$ cat src/rtl/axis_acc_share_sched.sv
// Packet-level round-robin scheduler sharing one AXI-Stream accumulator core between
// NUM_SRC requesters: forwards the granted input packet, then returns the core's result packet.
module axis_acc_share_sched #(
  parameter int unsigned NUM_SRC = 4,
  parameter int unsigned DW      = 32,
  parameter int unsigned CNT_W   = 16
) (
  input  logic                   ACLK,
  input  logic                   ARESET,
  input  logic [NUM_SRC*DW-1:0]  S_AXIS_TDATA,
  input  logic [NUM_SRC-1:0]     S_AXIS_TVALID,
  input  logic [NUM_SRC-1:0]     S_AXIS_TLAST,
  output logic [NUM_SRC-1:0]     S_AXIS_TREADY,
  output logic [DW-1:0]          R_AXIS_TDATA,
  output logic                   R_AXIS_TLAST,
  output logic [NUM_SRC-1:0]     R_AXIS_TVALID,
  input  logic [NUM_SRC-1:0]     R_AXIS_TREADY,
  output logic [DW-1:0]          ACC_S_AXIS_TDATA,
  output logic                   ACC_S_AXIS_TVALID,
  output logic                   ACC_S_AXIS_TLAST,
  input  logic                   ACC_S_AXIS_TREADY,
  input  logic [DW-1:0]          ACC_M_AXIS_TDATA,
  input  logic                   ACC_M_AXIS_TVALID,
  input  logic                   ACC_M_AXIS_TLAST,
  output logic                   ACC_M_AXIS_TREADY,
  output logic [NUM_SRC-1:0]     GRANT,
  output logic                   BUSY,
  output logic [CNT_W-1:0]       DONE_CNT
);

  localparam int unsigned IW = (NUM_SRC > 1) ? $clog2(NUM_SRC) : 1;

  typedef enum logic [1:0] {StIdle, StFwd, StRet} state_e;

  state_e             state_q, state_d;
  logic [NUM_SRC-1:0] grant_q, grant_d;
  logic [IW-1:0]      gidx_q, gidx_d;
  logic [IW-1:0]      last_q, last_d;
  logic [CNT_W-1:0]   done_cnt_q, done_cnt_d;

  logic [IW-1:0]      pick_idx;
  logic [DW-1:0]      sel_tdata;
  logic               sel_tvalid;
  logic               sel_tlast;
  logic               fwd_last_fire;
  logic               ret_last_fire;

  // First requester after the last served one, wrapping modulo NUM_SRC.
  function automatic logic [IW-1:0] rr_pick(input logic [NUM_SRC-1:0] req,
                                            input logic [IW-1:0]      last);
    logic [IW-1:0] sel;
    logic [IW-1:0] idx;
    logic          found;
    sel   = last;
    found = 1'b0;
    for (int unsigned k = 1; k <= NUM_SRC; k++) begin
      idx = IW'((32'(last) + k) % NUM_SRC);
      if (!found && req[idx]) begin
        found = 1'b1;
        sel   = idx;
      end
    end
    return sel;
  endfunction

  assign pick_idx   = rr_pick(S_AXIS_TVALID, last_q);
  assign sel_tdata  = S_AXIS_TDATA[gidx_q*DW +: DW];
  assign sel_tvalid = S_AXIS_TVALID[gidx_q];
  assign sel_tlast  = S_AXIS_TLAST[gidx_q];

  assign fwd_last_fire = (state_q == StFwd) && sel_tvalid && ACC_S_AXIS_TREADY && sel_tlast;
  assign ret_last_fire = (state_q == StRet) && ACC_M_AXIS_TVALID && R_AXIS_TREADY[gidx_q] &&
                         ACC_M_AXIS_TLAST;

  always_comb begin
    state_d    = state_q;
    grant_d    = grant_q;
    gidx_d     = gidx_q;
    last_d     = last_q;
    done_cnt_d = done_cnt_q;
    case (state_q)
      StIdle: begin
        if (|S_AXIS_TVALID) begin
          gidx_d           = pick_idx;
          grant_d          = '0;
          grant_d[pick_idx] = 1'b1;
          state_d          = StFwd;
        end
      end
      StFwd: begin
        if (fwd_last_fire) state_d = StRet;
      end
      StRet: begin
        if (ret_last_fire) begin
          state_d    = StIdle;
          grant_d    = '0;
          last_d     = gidx_q;
          done_cnt_d = done_cnt_q + 1'b1;
        end
      end
      default: begin
        state_d = StIdle;
        grant_d = '0;
      end
    endcase
  end

  always_ff @(posedge ACLK or posedge ARESET) begin
    if (ARESET) begin
      state_q    <= StIdle;
      grant_q    <= '0;
      gidx_q     <= '0;
      last_q     <= IW'(NUM_SRC - 1);
      done_cnt_q <= '0;
    end else begin
      state_q    <= state_d;
      grant_q    <= grant_d;
      gidx_q     <= gidx_d;
      last_q     <= last_d;
      done_cnt_q <= done_cnt_d;
    end
  end

  // Data paths are pure muxes; only handshakes are gated by state.
  always_comb begin
    S_AXIS_TREADY     = '0;
    R_AXIS_TVALID     = '0;
    R_AXIS_TDATA      = ACC_M_AXIS_TDATA;
    R_AXIS_TLAST      = ACC_M_AXIS_TLAST;
    ACC_S_AXIS_TDATA  = sel_tdata;
    ACC_S_AXIS_TLAST  = sel_tlast;
    ACC_S_AXIS_TVALID = 1'b0;
    ACC_M_AXIS_TREADY = 1'b0;
    case (state_q)
      StFwd: begin
        ACC_S_AXIS_TVALID     = sel_tvalid;
        S_AXIS_TREADY[gidx_q] = ACC_S_AXIS_TREADY;
      end
      StRet: begin
        R_AXIS_TVALID[gidx_q] = ACC_M_AXIS_TVALID;
        ACC_M_AXIS_TREADY     = R_AXIS_TREADY[gidx_q];
      end
      default: ;
    endcase
  end

  assign GRANT    = grant_q;
  assign BUSY     = (state_q != StIdle);
  assign DONE_CNT = done_cnt_q;

endmodule

$ cat config.mk
export PLATFORM = sky130hd
export DESIGN_NAME = axis_acc_share_sched
export DESIGN_NICKNAME = d
export VERILOG_FILES = /design/src/rtl/axis_acc_share_sched.sv
export SDC_FILE = /design/constraint.sdc
export NUM_CORES = 1
export LEC_CHECK = 0
export CORE_AREA = 2 2 107 109
export DETAILED_ROUTE_END_ITERATION = 12
export DIE_AREA = 0 0 109 111
export HOLD_SLACK_MARGIN = 0.15
export PLACE_DENSITY = 0.68
export SLEW_MARGIN = 25
export SYNTH_ARGS = -nofsm -noshare
export SYNTH_HDL_FRONTEND = slang
export SYNTH_SLANG_ARGS = --single-unit
$ cat constraint.sdc
create_clock -name ACLK -period 3.02 [get_ports ACLK]
set_input_delay 0.453 -clock ACLK [delete_from_list [all_inputs] [get_ports ACLK]]
set_output_delay 0.453 -clock ACLK [all_outputs]
set_load 0.02 [all_outputs]
==> flow_metrics.tcl, run 1 <==
set metrics [dict create \
    outcome "completed" \
    finalHoldViolCount 0 \
    ys_ff_latch 26 \
    num-nets-final 559 \
    via_per_inst 4.644 \
    maxCapViolCount 0 \
    wl_per_cell_um 21.53 \
    n_antenna_cell 0 \
    post_dp_cell_area_um2 4415 \
    fin_tns_setup_ps 0 \
    synth_nets 384 \
    cts_setup_buffers 0 \
    skew_ps 2.278 \
    numClockSinks 26 \
    worstHoldPathCells 1 \
    postCtsHoldBufs 0 \
    cp_num_buf_inv 2 \
    grt_overflow 0 \
    power_density_nw_per_um2 695.9 \
    wl_met2_um 6055 \
    antenna_found_initial 0 \
    min_to "DONE_CNT[15]" \
    slowest_delay_ps 570 \
    fin_area_um2 4521 \
    end_kind "output pin" \
    min_period_ps 2739 \
    area_growth_pct 88.28 \
    top_layer "met4" \
    setup_viol 0 \
    worst_path_max_delay_cell "mux4_2" \
    avgSynthCellArea_um2 11.66 \
    io_buffer_count 209 \
    postRouteAntennaNets 0 \
    remaining_drc_errors 0 \
    yosysUniqueCellTypes 40 \
    initial_core_util 0.2168 \
    fp.dieH_um 111 \
    fin_crit_sh 0.9068 \
    grt_pass1_wl_um 15990 \
    path_clk_slew_ps 70 \
    drtIter0Drc 158 \
    core_area_um2 11080 \
    grt_pass1_vias 2607 \
    insertion_delay_ps 260 \
    wl_met1_um 3927 \
    crit_path_max_fanout 7 \
    vias 2429 \
    hold_ws_ps 475.0 \
    die_w_um 109 \
    cp_cell_sequence "clkdlybuf4s50_1, mux4_2, and3b_1, clkdlybuf4s50_1" \
    layout-drive-gt1-share 0.1447 \
    cts_tree "done" \
    synthCells 206 \
    slew_headroom 0.5092 \
    required_ps 2570 \
    p_leak_nw 1.748 \
    cts_resized 0 \
    track_usage 0.1796 \
    netlist_area_um2 2401 \
    rsz0062_at_grt "no" \
    fin_cells 523 \
    crit_family "buffers and inverters" \
    cts_made_buffers 3 \
    dieArea_um2 12100 \
    num_io_pins 274 \
    synth-edff-count 0 \
    grt_max_degree 27 \
    min-delay-start "DONE_CNT[15]" \
    fmax_mhz 365.1 \
    ys_warn_count 0 \
    dp_hpwl_um 9858 \
    min_path_type "reg -> reg" \
    row_count 39 \
    ys.flop_type "dfrtp_1" \
    seq_area_frac_synth 0.2720 \
    reg2regPathDepth 4 \
    htree_levels 1 \
    async_flop_share 1.000 \
    p_total_mw 3.146 \
    wl_met3_um 952 \
    crit_type "in -> out" \
    cts_root_buffer "clkbuf_16" \
    r2r-end "GRANT[0]" \
    cpMostUsedCell "clkdlybuf4s50_1" \
    worstPathArrival_ps 2290 \
    cts_buffer_depth 2 \
    finalWeightedCongestion 0.8348 \
    worst_slew_pin_slew_ps 729.5 \
    r2r_setup_slack_ps 1140 \
    reg2reg_from "gidx_q[0]" \
    cp-start-kind "input pin" \
    drt-total-wl_um 11260 \
    ir_worst_vdd_mv 0.3531 \
    dp_cells 519 \
    slew_viol_final 0 \
    dr.pass1.iters 4 \
    startpoint "S_AXIS_TVALID[3]" \
]
-- registers in the layout (all words and copies together) (netlist names) --
signal    flops
state_q       2
GRANT         4
gidx_q        2
DONE_CNT     16
last_q        2
-- metal layers --
layer | track usage | up-vias
met5 | 0 | -
met4 | 0.06154 | 0
met3 | 0.04762 | 24
met2 | 0.3313 | 122
met1 | 0.1933 | 1193
li1 | - | 1090
-- layout make-up --
type | count | area, um2
Multi-Input combinational cell | 128 | 1405
Tap cell | 143 | 178.9
Timing Repair Buffer | 215 | 2150
Clock inverter | 1 | 30.03
Fill cell | 1064 | 6556
Inverter | 7 | 26.28
Clock buffer | 3 | 75.07
Sequential cell | 26 | 655.6
-- synthesized netlist by cell type (3+ instances only) --
cell | number | area, um2
a21oi_1 | 4 | 20.02
and3b_1 | 3 | 26.28
buf_2 | 4 | 20.02
buf_4 | 34 | 255.2
clkbuf_1 | 5 | 18.77
dfrtp_1 | 24 | 600.6
inv_1 | 7 | 26.28
mux4_2 | 35 | 788.3
nand2_1 | 9 | 33.78
nand2b_1 | 3 | 18.77
nand3_1 | 3 | 15.01
nand4_1 | 6 | 37.54
nor2_1 | 17 | 63.81
nor3_1 | 3 | 15.01
xnor2_1 | 7 | 61.31
xor2_1 | 8 | 70.07
-- worst reg2reg max path, stage by stage, from the launching register on --
cell     delay (ps)
dfrtp_2         540
mux4_2          620
and2_4          230
o22ai_2         250
a22o_1          180
-- kinds of logic after synthesis --
group	Yosys count	share of synthesized area
xor gates and xnor gates	15	0.05472
AOI/OAI and AO/OA	16	0.04847
and+or+nand+nor	58	0.1318
muxes	38	0.3450
DFF	26	0.2720
adders and majority gates	1	0.005210
buffers and inverters	52	0.1428
-- cells in the final DEF (no fill, tap or decap), types with 3 or more instances in the layout --
cell type / Yosys / routed
clkdlybuf4s50_1: 0 / 209
mux4_2: 35 / 35
dfrtp_1: 24 / 22
nor2_1: 17 / 17
nand2_1: 9 / 9
xor2_1: 8 / 8
inv_1: 7 / 7
xnor2_1: 7 / 7
nand4_1: 6 / 6
buf_4: 34 / 5
a21oi_1: 4 / 4
nand3_1: 3 / 3
nor3_1: 3 / 3
nand2b_1: 3 / 3
and3b_1: 3 / 3
clkbuf_16: 0 / 3
-- worst max-delay path by stage --
stage / end / slack, ps / cells after the start
2_1_floorplan: ACC_S_AXIS_TDATA[11] / 1020 / 4
3_3_place_gp: ACC_S_AXIS_TVALID / 310 / 4
3_5_place_dp: ACC_S_AXIS_TVALID / 280 / 4
4_1_cts: ACC_S_AXIS_TLAST / 270 / 3
5_1_grt: ACC_S_AXIS_TLAST / 180 / 3
6_report: ACC_S_AXIS_TVALID / 280 / 4
-- through the flow --
stage | setup slack, ps | util
after floorplan | 1024 | -
after global placement | 308.4 | 0.3986
after detailed placement | 279.0 | 0.3986
after CTS | 266.6 | 0.4081
after global routing | 183.3 | 0.4081
final | 281.4 | 0.4081
-- power breakdown --
| group | total, mW | internal (mW) | switching, mW |
|---|---|---|---|
| clock | 0.390 | 0.264 | 0.127 |
| combinational | 2.20 | 1.20 | 0.993 |
| sequential | 0.560 | 0.421 | 0.139 |
Power figures use the tool's default switching activity.
==> inputs of run 2 (changes only) <==
--- a/config.mk
+++ b/config.mk
@@ -9,6 +9,7 @@
 export DETAILED_ROUTE_END_ITERATION = 12
 export DIE_AREA = 0 0 109 111
 export HOLD_SLACK_MARGIN = 0.15
+export MAX_ROUTING_LAYER = met4
 export PLACE_DENSITY = 0.68
 export SLEW_MARGIN = 25
 export SYNTH_ARGS = -nofsm -noshare
==> flow_metrics.tcl, run 2 (same netlist as run 1, synthesis figures left out) <==
set metrics [dict create \
    die_w_um 109 \
    slowest_delay_ps 570 \
    ir_worst_vdd_mv 0.3529 \
    finalWeightedCongestion 0.8477 \
    layout-drive-gt1-share 0.1447 \
    fin_tns_setup_ps 0 \
    grt_max_degree 27 \
    cts_root_buffer "clkbuf_16" \
    use_met2 0.3321 \
    num_io_pins 274 \
    maxCapViolCount 0 \
    required_ps 2570 \
    slew_headroom 0.5078 \
    pre_cts_ws_ps 279.0 \
    drtIter0Drc 150 \
    cts_made_buffers 3 \
    fmax_mhz 365.0 \
    via_per_inst 4.608 \
    fp.dieH_um 111 \
    post_dp_cell_area_um2 4415 \
    cpMostUsedCell "clkdlybuf4s50_1" \
    vias 2410 \
    io_buffer_count 209 \
    htree_levels 1 \
    final_cell_mix "209 x clkdlybuf4s50_1, 35 x mux4_2, 22 x dfrtp_1, 17 x nor2_1, 9 x nand2_1" \
    dieArea_um2 12100 \
    min_path_type "reg -> reg" \
    p_leak_nw 1.748 \
    finalHoldViolCount 0 \
    crit_type "in -> out" \
    power_density_nw_per_um2 696.0 \
    use_met3 0.04468 \
    cts_setup_buffers 0 \
    worst_path_max_delay_cell "mux4_2" \
    cts_tree "done" \
    grt_pass1_wl_um 15990 \
    grt-busiest-layer "met2" \
    fin_crit_sh 0.9072 \
    num-nets-final 559 \
    n_antenna_cell 0 \
    numClockSinks 26 \
    crit_path_max_fanout 7 \
    grt_pass1_vias 2618 \
    setup_viol 0 \
    p_total_mw 3.146 \
    rsz0062_at_grt "no" \
    met1_usage 0.1940 \
    worst_slew_pin_slew_ps 731.6 \
    core_area_um2 11080 \
    cts_resized 0 \
    antenna_found_initial 0 \
    worstPathArrival_ps 2290 \
    row_count 39 \
    wl_per_cell_um 21.50 \
    grt_overflow 0 \
    area_growth_pct 88.28 \
    min_period_ps 2740 \
    cts_buffer_depth 2 \
    initial_core_util 0.2168 \
    outcome "completed" \
    largest_reg_flops 16 \
    end_kind "output pin" \
    cp_cell_sequence "clkdlybuf4s50_1, mux4_2, and3b_1, clkdlybuf4s50_1" \
    slew_viol_final 0 \
    dr.pass1.iters 4 \
    layout_commonest_cell "clkdlybuf4s50_1" \
    fin_ws_ps 280.2 \
    postCtsHoldBufs 0 \
    skew_ps 2.025 \
    cp-start-kind "input pin" \
    fin_area_um2 4521 \
    postRouteAntennaNets 0 \
    remaining_drc_errors 0 \
    drt-total-wl_um 11250 \
    track_usage 0.1845 \
    insertion_delay_ps 260 \
    dp_hpwl_um 9858 \
    path_clk_slew_ps 70 \
]
==> run 2: cell counts in the layout (fill, tap and decap cells not counted) <==
No cell type changed its count.
==> run 2: stage by stage <==
step	utilization	hold slack (ps)	std cells
floorplan	-	491.5	206
global placement	0.3986	460.0	519
detailed placement	0.3986	471.0	519
CTS	0.4081	480.6	523
global route	0.4081	486.2	523
finish	0.4081	476.2	523
==> run 2: worst max-delay path, delay by kind of cell <==
family / cells / cell delay [ps]
buf+inv: 2 / 1060
mux: 1 / 570
simple gates: 1 / 200
==> run 2: path summary, 6_finish.rpt <==
path,startpoint,end,slack [ps],cells past startpoint
min in group asynchronous,ARESET,GRANT[2],550,3
max,S_AXIS_TVALID[3],ACC_S_AXIS_TVALID,280,4
min reg2reg,DONE_CNT[15],DONE_CNT[15],480,1
max reg2reg,gidx_q[0],GRANT[0],1140,4
max in group asynchronous,ARESET,last_q[1],2170,3
min,DONE_CNT[15],DONE_CNT[15],480,1
==> run 2: report_power, final <==
part           switching (mW)  internal [mW]
Clock                   0.127          0.264
Combinational           0.994           1.20
Sequential              0.139          0.421
Total                    1.26           1.89
==> run 2: layer usage <==
| metal | wire [um] | share of wire | up-vias |
|---|---|---|---|
| met3 | 920 | 0.082 | 24 |
| met5 | 0 | 0 | - |
| met2 | 6053 | 0.54 | 118 |
| met1 | 3949 | 0.35 | 1178 |
| met4 | 323 | 0.029 | 0 |
| li1 | - | - | 1090 |
==> run 2: area by class of cell <==
cell class,instances,area [um2]
Clock buffer,3,75.07
Clock inverter,1,30.03
Fill cell,1064,6556
Inverter,7,26.28
Multi-Input combinational cell,128,1405
Sequential cell,26,655.6
Tap cell,143,178.9
Timing Repair Buffer,215,2150
==> inputs of run 3 (changes only) <==
--- a/config.mk
+++ b/config.mk
@@ -8,7 +8,7 @@
 export CORE_AREA = 2 2 107 109
 export DETAILED_ROUTE_END_ITERATION = 12
 export DIE_AREA = 0 0 109 111
-export HOLD_SLACK_MARGIN = 0.15
+export HOLD_SLACK_MARGIN = 0.06
 export MAX_ROUTING_LAYER = met4
 export PLACE_DENSITY = 0.68
 export SLEW_MARGIN = 25
==> results of run 3 <==
No change in the layout: final DEF, timing and power equal those of run 2.
